$ cat src/rtl/timer_clock_select_if.sv
// timer_clock_select_if
//   Groups the control, pin and strobe signals of one timer channel's
//   clock-source front end.
//   master : register/pin side (drives selects, pins, cascade strobe;
//            observes the strobes)
//   slave  : the front end itself (timer_clock_select)
//   Signals:
//     cks[2:0]     clock select from TCR CKS
//     icks0        internal divider select from TCCR ICKS0
//     tmci         external count clock pin (asynchronous)
//     tmri         external counter-reset pin (asynchronous)
//     cclr_ext_en  1 when TCR CCLR selects external reset
//     cascade_ovf  one-cycle overflow/match strobe from the paired channel
//     count_en     one-cycle increment strobe to the counter
//     ext_clr      one-cycle counter-clear strobe
interface timer_clock_select_if;
  logic [2:0] cks;
  logic       icks0;
  logic       tmci;
  logic       tmri;
  logic       cclr_ext_en;
  logic       cascade_ovf;
  logic       count_en;
  logic       ext_clr;

  modport master (
    output cks, icks0, tmci, tmri, cclr_ext_en, cascade_ovf,
    input  count_en, ext_clr
  );

  modport slave (
    input  cks, icks0, tmci, tmri, cclr_ext_en, cascade_ovf,
    output count_en, ext_clr
  );
endinterface

$ cat src/rtl/timer_clock_select.sv
// timer_clock_select
//   Clock-source and external-reset front end for one 8-bit timer channel.
//   Runs a free-running prescaler, synchronises the TMCI/TMRI pins, picks
//   the count source from CKS/ICKS0 and emits registered one-cycle
//   count_en / ext_clr strobes for the downstream counter. Single clock
//   domain: the counter is always clocked by clk and only gated by count_en.
//   Ports:
//     clk      system clock
//     reset_n  synchronous reset, active HIGH despite the name (1 = reset)
//     bus      timer_clock_select_if.slave (selects, pins, strobes)
//   Parameters:
//     PRESCALE_WIDTH  prescaler width, at least 13 (divide-by-8192 tap)
//     SYNC_STAGES     synchroniser depth on tmci/tmri, at least 2
module timer_clock_select #(
  parameter int PRESCALE_WIDTH = 13,
  parameter int SYNC_STAGES    = 2
) (
  input  logic                 clk,
  input  logic                 reset_n,
  timer_clock_select_if.slave  bus
);

  // Edge detection opens once the synchronisers and history flop have all
  // been filled with real pin samples after reset.
  localparam int ARM_MAX = SYNC_STAGES + 1;
  localparam int ARM_W   = $clog2(ARM_MAX + 1);

  logic [PRESCALE_WIDTH-1:0] prescale;
  logic [SYNC_STAGES-1:0]    tmci_sync;
  logic [SYNC_STAGES-1:0]    tmri_sync;
  logic                      tmci_hist;
  logic                      tmri_hist;
  logic [ARM_W-1:0]          arm_cnt;

  logic armed;
  logic tmci_now;
  logic tmri_now;
  logic tmci_rise;
  logic tmci_fall;
  logic tmri_rise;
  logic sel_tick;

  assign armed    = (arm_cnt == ARM_W'(ARM_MAX));
  assign tmci_now = tmci_sync[SYNC_STAGES-1];
  assign tmri_now = tmri_sync[SYNC_STAGES-1];

  // Edges compare the synchroniser output against one extra history flop.
  assign tmci_rise = armed &  tmci_now & ~tmci_hist;
  assign tmci_fall = armed & ~tmci_now &  tmci_hist;
  assign tmri_rise = armed &  tmri_now & ~tmri_hist;

  // A divide-by-N tick fires when the low log2(N) prescaler bits are all
  // ones, i.e. on the last cycle of each N-cycle period. Because the
  // prescaler never stops, changing the divider does not restart its phase.
  always_comb begin
    sel_tick = 1'b0;
    case (bus.cks)
      3'b000: sel_tick = 1'b0;
      3'b001: sel_tick = bus.icks0 ? prescale[0]     : (&prescale[2:0]);
      3'b010: sel_tick = bus.icks0 ? (&prescale[4:0]) : (&prescale[5:0]);
      3'b011: sel_tick = bus.icks0 ? (&prescale[9:0]) : (&prescale[12:0]);
      3'b100: sel_tick = bus.cascade_ovf;
      3'b101: sel_tick = tmci_rise;
      3'b110: sel_tick = tmci_fall;
      3'b111: sel_tick = tmci_rise | tmci_fall;
      default: sel_tick = 1'b0;
    endcase
  end

  // Prescaler, synchronisers, history flops and arm counter all run in
  // every mode so that selecting an external source never sees stale
  // history. Strobes are registered one cycle after the selected tick.
  always_ff @(posedge clk) begin
    if (reset_n) begin
      prescale     <= '0;
      tmci_sync    <= '0;
      tmri_sync    <= '0;
      tmci_hist    <= 1'b0;
      tmri_hist    <= 1'b0;
      arm_cnt      <= '0;
      bus.count_en <= 1'b0;
      bus.ext_clr  <= 1'b0;
    end else begin
      prescale     <= prescale + PRESCALE_WIDTH'(1);
      tmci_sync    <= {tmci_sync[SYNC_STAGES-2:0], bus.tmci};
      tmri_sync    <= {tmri_sync[SYNC_STAGES-2:0], bus.tmri};
      tmci_hist    <= tmci_now;
      tmri_hist    <= tmri_now;
      if (!armed) begin
        arm_cnt <= arm_cnt + ARM_W'(1);
      end
      bus.count_en <= sel_tick;
      bus.ext_clr  <= tmri_rise & bus.cclr_ext_en;
    end
  end

endmodule
$ cat src/flat_wrapper.sv
// flat-port wrapper written by rule: the top's interface ports become plain ports
module timer_clock_select_flat 
#(
  parameter int PRESCALE_WIDTH = 13,
  parameter int SYNC_STAGES    = 2
)
  (clk, reset_n, bus_cks, bus_icks0, bus_tmci, bus_tmri, bus_cclr_ext_en, bus_cascade_ovf, bus_count_en, bus_ext_clr);
  timer_clock_select_if bus_i ();
  input  logic clk;
  input  logic reset_n;
  input wire logic [$bits(bus_i.cks)-1:0] bus_cks;
  input wire logic [$bits(bus_i.icks0)-1:0] bus_icks0;
  input wire logic [$bits(bus_i.tmci)-1:0] bus_tmci;
  input wire logic [$bits(bus_i.tmri)-1:0] bus_tmri;
  input wire logic [$bits(bus_i.cclr_ext_en)-1:0] bus_cclr_ext_en;
  input wire logic [$bits(bus_i.cascade_ovf)-1:0] bus_cascade_ovf;
  output wire logic [$bits(bus_i.count_en)-1:0] bus_count_en;
  output wire logic [$bits(bus_i.ext_clr)-1:0] bus_ext_clr;
  assign bus_i.cks = bus_cks;
  assign bus_i.icks0 = bus_icks0;
  assign bus_i.tmci = bus_tmci;
  assign bus_i.tmri = bus_tmri;
  assign bus_i.cclr_ext_en = bus_cclr_ext_en;
  assign bus_i.cascade_ovf = bus_cascade_ovf;
  assign bus_count_en = bus_i.count_en;
  assign bus_ext_clr = bus_i.ext_clr;
  timer_clock_select #(.PRESCALE_WIDTH(PRESCALE_WIDTH), .SYNC_STAGES(SYNC_STAGES)) u_core (.clk(clk), .reset_n(reset_n), .bus(bus_i));
endmodule
$ cat config.mk
export PLATFORM = sky130hd
export DESIGN_NAME = timer_clock_select_flat
export DESIGN_NICKNAME = d
export VERILOG_FILES = /design/src/rtl/timer_clock_select_if.sv /design/src/rtl/timer_clock_select.sv /design/src/flat_wrapper.sv
export SDC_FILE = /design/constraint.sdc
export NUM_CORES = 1
export LEC_CHECK = 0
export ABC_AREA = 1
export BUFFER_PORTS_ARGS = -buffer_cell sky130_fd_sc_hd__buf_2
export CELL_PAD_IN_SITES_DETAIL_PLACEMENT = 0
export CELL_PAD_IN_SITES_GLOBAL_PLACEMENT = 1
export CORE_MARGIN = 2
export CORE_UTILIZATION = 25
export DETAILED_ROUTE_END_ITERATION = 7
export PLACE_DENSITY = 0.61
export SLEW_MARGIN = 20
export SYNTH_ARGS = -nofsm -noshare
export SYNTH_HDL_FRONTEND = slang
export SYNTH_SLANG_ARGS = --single-unit
$ cat constraint.sdc
create_clock -name clk -period 2.6 [get_ports clk]
set_input_delay 0.52 -clock clk [delete_from_list [all_inputs] [get_ports clk]]
set_output_delay 0.52 -clock clk [all_outputs]
set_load 0.02 [all_outputs]
# After elaboration in Yosys (flattened, before gate mapping)
# Index checks and enable logic that the tools add are counted.
# classes
bitwise_logic,11
n_eq_ne,8
n_addsub,2
reduce_logical,6
muxes,4
# ops
cell,n
$add 13x1->13 const B,1
$reduce_and 13->1,1
$eq 3x3->1 const B,4
$reduce_and 10->1,1
$pmux 1 s8,1
$and 1x1->1,7
$eq 3x2->1 const B,2
$reduce_and 6->1,1
$reduce_and 5->1,1
$eq 3x1->1 const B,1
$logic_not 3->1,1
$mux 1,3
$not 1->1,3
$reduce_and 3->1,1
$add 2x1->2 const B,1
$eq 2x2->1 const B,1
$or 1x1->1,1
# word_totals
inputBits,10
wordCells,39
output_inout_bits,2
register_bits,23

# Longest topological paths before layout
# logic_depth
word_depth,5
depth_mapped,8
ltp_nobuf,8

# Worst setup path after synthesis
# No wires, ideal clock.
# synth_path
path_type,register -> register
start,reg u_core.prescale[0]
end,reg u_core.bus.count_en
path_buffers,0
required_time_ns,2.534
arrival_ns,1.259
stages_incl_launch_ff,9
path_slack_ns,1.275
setup_ns,0.066
period_less_slack_ns,1.325
cell_sequence,dfxtp_1 ha_1 nand2_2 nor2_4 ha_1 nor2_1 nor3_1 a21oi_1 a21oi_2
# synth_between
elab_chain_cells,3
word_cells_on_any_way,9
cone_classes,mux: 4; reduce/logical: 5
# synth_rtl
element,line_no,rtl
"start, declared",timer_clock_select.sv:28,logic [PRESCALE_WIDTH-1:0] prescale;
"start signal, assigned",timer_clock_select.sv:84,prescale <= prescale + PRESCALE_WIDTH'(1);
"$reduce_and 13->1, or another cell as far along",timer_clock_select.sv:61,3'b011: sel_tick = bus.icks0 ? (&prescale[9:0]) : (&prescale[12:0]);
$mux 1 (on tied branches),"timer_clock_select.sv:61, timer_clock_select.sv:59, timer_clock_select.sv:60",
$pmux 1 s8 *,timer_clock_select.sv:57,case (bus.cks)
"end signal, assigned",timer_clock_select.sv:92,bus.count_en <= sel_tick;
"end, declared",timer_clock_select_if.sv:33,"output count_en, ext_clr"
# Every way passes the cells marked *; elsewhere a longest branch is shown, timed or not.
# A chain may end at the register's enable or synchronous reset.

# Final worst setup path
# Same ends and word-level chain as after synthesis.

==> impl_metrics.env <==
export IMPL_die_x_um=68.4
export IMPL_p_switching_uw=149
export IMPL_yosys_top_cells_area="dfxtp_1 44%, nand2_1 9.4%, inv_1 8.7%"
export IMPL_switching_share_pct=23.2
export IMPL_grt_pass1_vias=799
export IMPL_clkPwrFrac_pct=33.7
export IMPL_setup_viol_count_final=0
export IMPL_synth_nets=155
export IMPL_worst_pin_slew_ns=0.371
export IMPL_grt_overflow=0
export IMPL_yosysTopAreaCell="dfxtp_1"
export IMPL_p_comb_share_pct=8.0
export IMPL_via_per_inst=4.24
export IMPL_regArea_um2=460
export IMPL_cts_sinks=23
export IMPL_fin_util_pct=29.8
export IMPL_seqPwrFrac_pct=58.4
export IMPL_use_met2_pct=15.0
export IMPL_timing_final_crit_share_pct=55.8
export IMPL_internal_power_uw=494
export IMPL_io_buffers=11
export IMPL_async_flop_share_pct=0
export IMPL_hold_violations=0
export IMPL_max_cap_violations=0
export IMPL_status="finished, final reports clean"
export IMPL_dr_pass1_iters=4
export IMPL_cts_root_buf="clkbuf_8"
export IMPL_nNetsFinal=169
export IMPL_yosys_top_cells_count="26 x nand2_1, 24 x inv_1, 23 x dfxtp_1, 23 x nor2_1, 10 x a21oi_1"
export IMPL_dr_first_iter_drc_count=21
export IMPL_core_rowCount=23
export IMPL_cts_repair_resized=0
export IMPL_yosys_warnings=0
export IMPL_clock_path_buffers=2
export IMPL_grt_busiest_layer="met2"
export IMPL_drtAntennaViolNets=0
export IMPL_synth_cell_type_count=24
export IMPL_route_detailed_drc=0
export IMPL_min_to="u_core.bus.ext_clr$_SDFF_PP0_"
export IMPL_slowest_stage="dfxtp_1"
export IMPL_core_um2=4000
export IMPL_cp_max_fo=7
export IMPL_cts_hold_buf=0
export IMPL_r2r_slack_ns=1.15
export IMPL_cts_buffers=3
export IMPL_ir_drop_mv=0.217
export IMPL_initial_utilization_pct=25.9
export IMPL_dp_hpwl_mm=1.42
export IMPL_layout_drive_gt1_share_pct=15.6
export IMPL_clk_pin_slew_worst_paths_ns=0.08
export IMPL_fin_tns_setup_ns=0
export IMPL_max_slew_margin_pct=75.3
export IMPL_period_needed_ns=1.45
export IMPL_leakagePower_uw=0.000528
export IMPL_timing_rr_start="u_core.prescale[0]$_SDFF_PP0_"
export IMPL_start_kind="flip-flop"
export IMPL_slowest_delay_ns=0.38
export IMPL_diodes=0
export IMPL_skew_ns=0.00354
export IMPL_ys_seq_area_share_pct=44.4
export IMPL_die_area_um2=4680
export IMPL_hp_class="reg2reg"
export IMPL_tritoncts="built"
export IMPL_cts_setup_buffers=0
export IMPL_synth_ff_type="dfxtp_1"
export IMPL_synth_area_um2=1040
export IMPL_rr_endpoint="u_core.bus.count_en$_SDFF_PP0_"
export IMPL_vias=865
export IMPL_startpoint="u_core.prescale[0]$_SDFF_PP0_"
export IMPL_htreeDepth=1
export IMPL_crit_arrival_ns=1.65
export IMPL_synthCells=141
export IMPL_synth_top_area_share_pct=44.4
export IMPL_insertion_delay_ns=0.26
export IMPL_grt_use_total_pct=9.03
export IMPL_grt_pass1_wl_mm=3.20
export IMPL_grt_max_degree=20
export IMPL_fillers=430
export IMPL_whs_path_depth=1
export IMPL_power_density_nw_per_um2=539
export IMPL_ioPinCount=12
export IMPL_use_met1_pct=11.2
export IMPL_yosysMostFrequentCell="nand2_1"
export IMPL_crit_chain="ha_1, nand2_2, nor2_4, ha_1, nor2_1, nor3_1, a21oi_1, a21oi_2"
export IMPL_gr_usage_met3_pct=1.97
export IMPL_wl_per_cell_um=8.98
export IMPL_timing_worst_setup_path_type="reg2reg"
export IMPL_gp_congestion=0.712
export IMPL_ys_ff_latch=23
export IMPL_path_common_cell="ha_1"
export IMPL_slew_violations=0
export IMPL_syn_avg_cell_area_um2=7.35
export IMPL_cp_end_kind="flip-flop"
export IMPL_cp_required_ns=2.80
export IMPL_fmax_mhz=690
export IMPL_wl_mm=1.83
export IMPL_multi_input_area_um2=473
export IMPL_areaGrowthSynthToFinish_pct=15.0
export IMPL_rsz0062_at_grt="no"
export IMPL_die_h_um=68.4
export IMPL_synth_edf_count=0
export IMPL_r2r_cells=8
export IMPL_antenna_found_initial=0
export IMPL_hold_start="u_core.tmri_hist$_SDFF_PP0_"
layout make-up:
cell class,instances,area share (%)
clock buffer,3,3.47
clock inverter,1,0.420
inverter,25,7.88
multi-input combinational,91,39.7
sequential,23,38.7
tap,50,5.25
timing repair buffer,11,4.62
critical path: cells and delay by family (launching register included):
kind | cells | cell delay [ns]
simple gates | 4 | 0.40
compound gates | 2 | 0.22
flops | 1 | 0.38
fa+ha+maj | 2 | 0.37
power groups by stage:
stage                     Clock (µW)  Sequential [µW]  Combinational (µW)
after floorplan                    0              382                34.2
after global placement             0              382                49.7
after detailed placement           0              384                51.9
after CTS                        225              375                52.2
after global routing             240              377                60.5
final                            216              375                51.2
sequential cells by signal, summed over array words and instances, names as in the netlist:
name,count
u_core.prescale,13
u_core.arm_cnt,2
u_core.tmci_sync,2
u_core.tmri_sync,2
u_core.bus.count_en,1
u_core.bus.ext_clr,1
u_core.tmci_hist,1
u_core.tmri_hist,1
stage by stage:
step	power [µW]	hold WS (ns)	cell area (µm²)	instances	worst slack (ns)
finish	642	0.404	1190	204	1.15
global route	677	0.425	1190	204	0.999
CTS	652	0.408	1190	204	1.13
detailed placement	435	0.396	1140	200	1.16
global placement	432	0.379	1140	200	1.22
floorplan	417	0.372	1040	141	1.28
routing by layer:
metal  part of all wire (%)  vias to the layer above
met3                    2.7                        4
met5                      0                        -
li1                       -                      464
met1                     49                      386
met2                     47                       11
met4                    1.7                        0
cells by family (layout without fill, tap and decap cells):
group / count (synthesis) / in the layout / share of synthesized area (%)
flops: 23 / 23 / 44.4
simple gates: 66 / 66 / 29.3
compound gates: 19 / 19 / 9.78
fa+ha+maj: 4 / 4 / 4.83
buf+inv: 27 / 40 / 9.90
xor+xnor: 2 / 2 / 1.69
worst max path at each step:
stage	endpoint	slack, ns
finish	u_core.bus.count_en$_SDFF_PP0_	1.15
global route	u_core.bus.count_en$_SDFF_PP0_	1.0
CTS	u_core.bus.count_en$_SDFF_PP0_	1.13
detailed placement	u_core.bus.count_en$_SDFF_PP0_	1.16
global placement	u_core.bus.count_en$_SDFF_PP0_	1.22
floorplan	u_core.bus.count_en$_SDFF_PP0_	1.28
placed cells by master (no fill, tap or decap):
cell type / count
a21oi_1: 10
a21oi_2: 1
buf_2: 11
clkbuf_8: 3
clkinv_2: 1
dfxtp_1: 23
ha_1: 4
inv_1: 24
inv_2: 1
nand2_1: 26
nand2_2: 2
nand3_1: 4
nand3_2: 1
nand4_1: 3
nor2_1: 23
nor2_2: 1
nor2_4: 2
nor3_1: 1
nor3b_2: 1
nor4_1: 1
o21a_1: 1
o21ai_0: 5
o21ai_1: 2
or2_0: 1
xor2_1: 2
No activity file was read; power rests on OpenSTA's default activity.
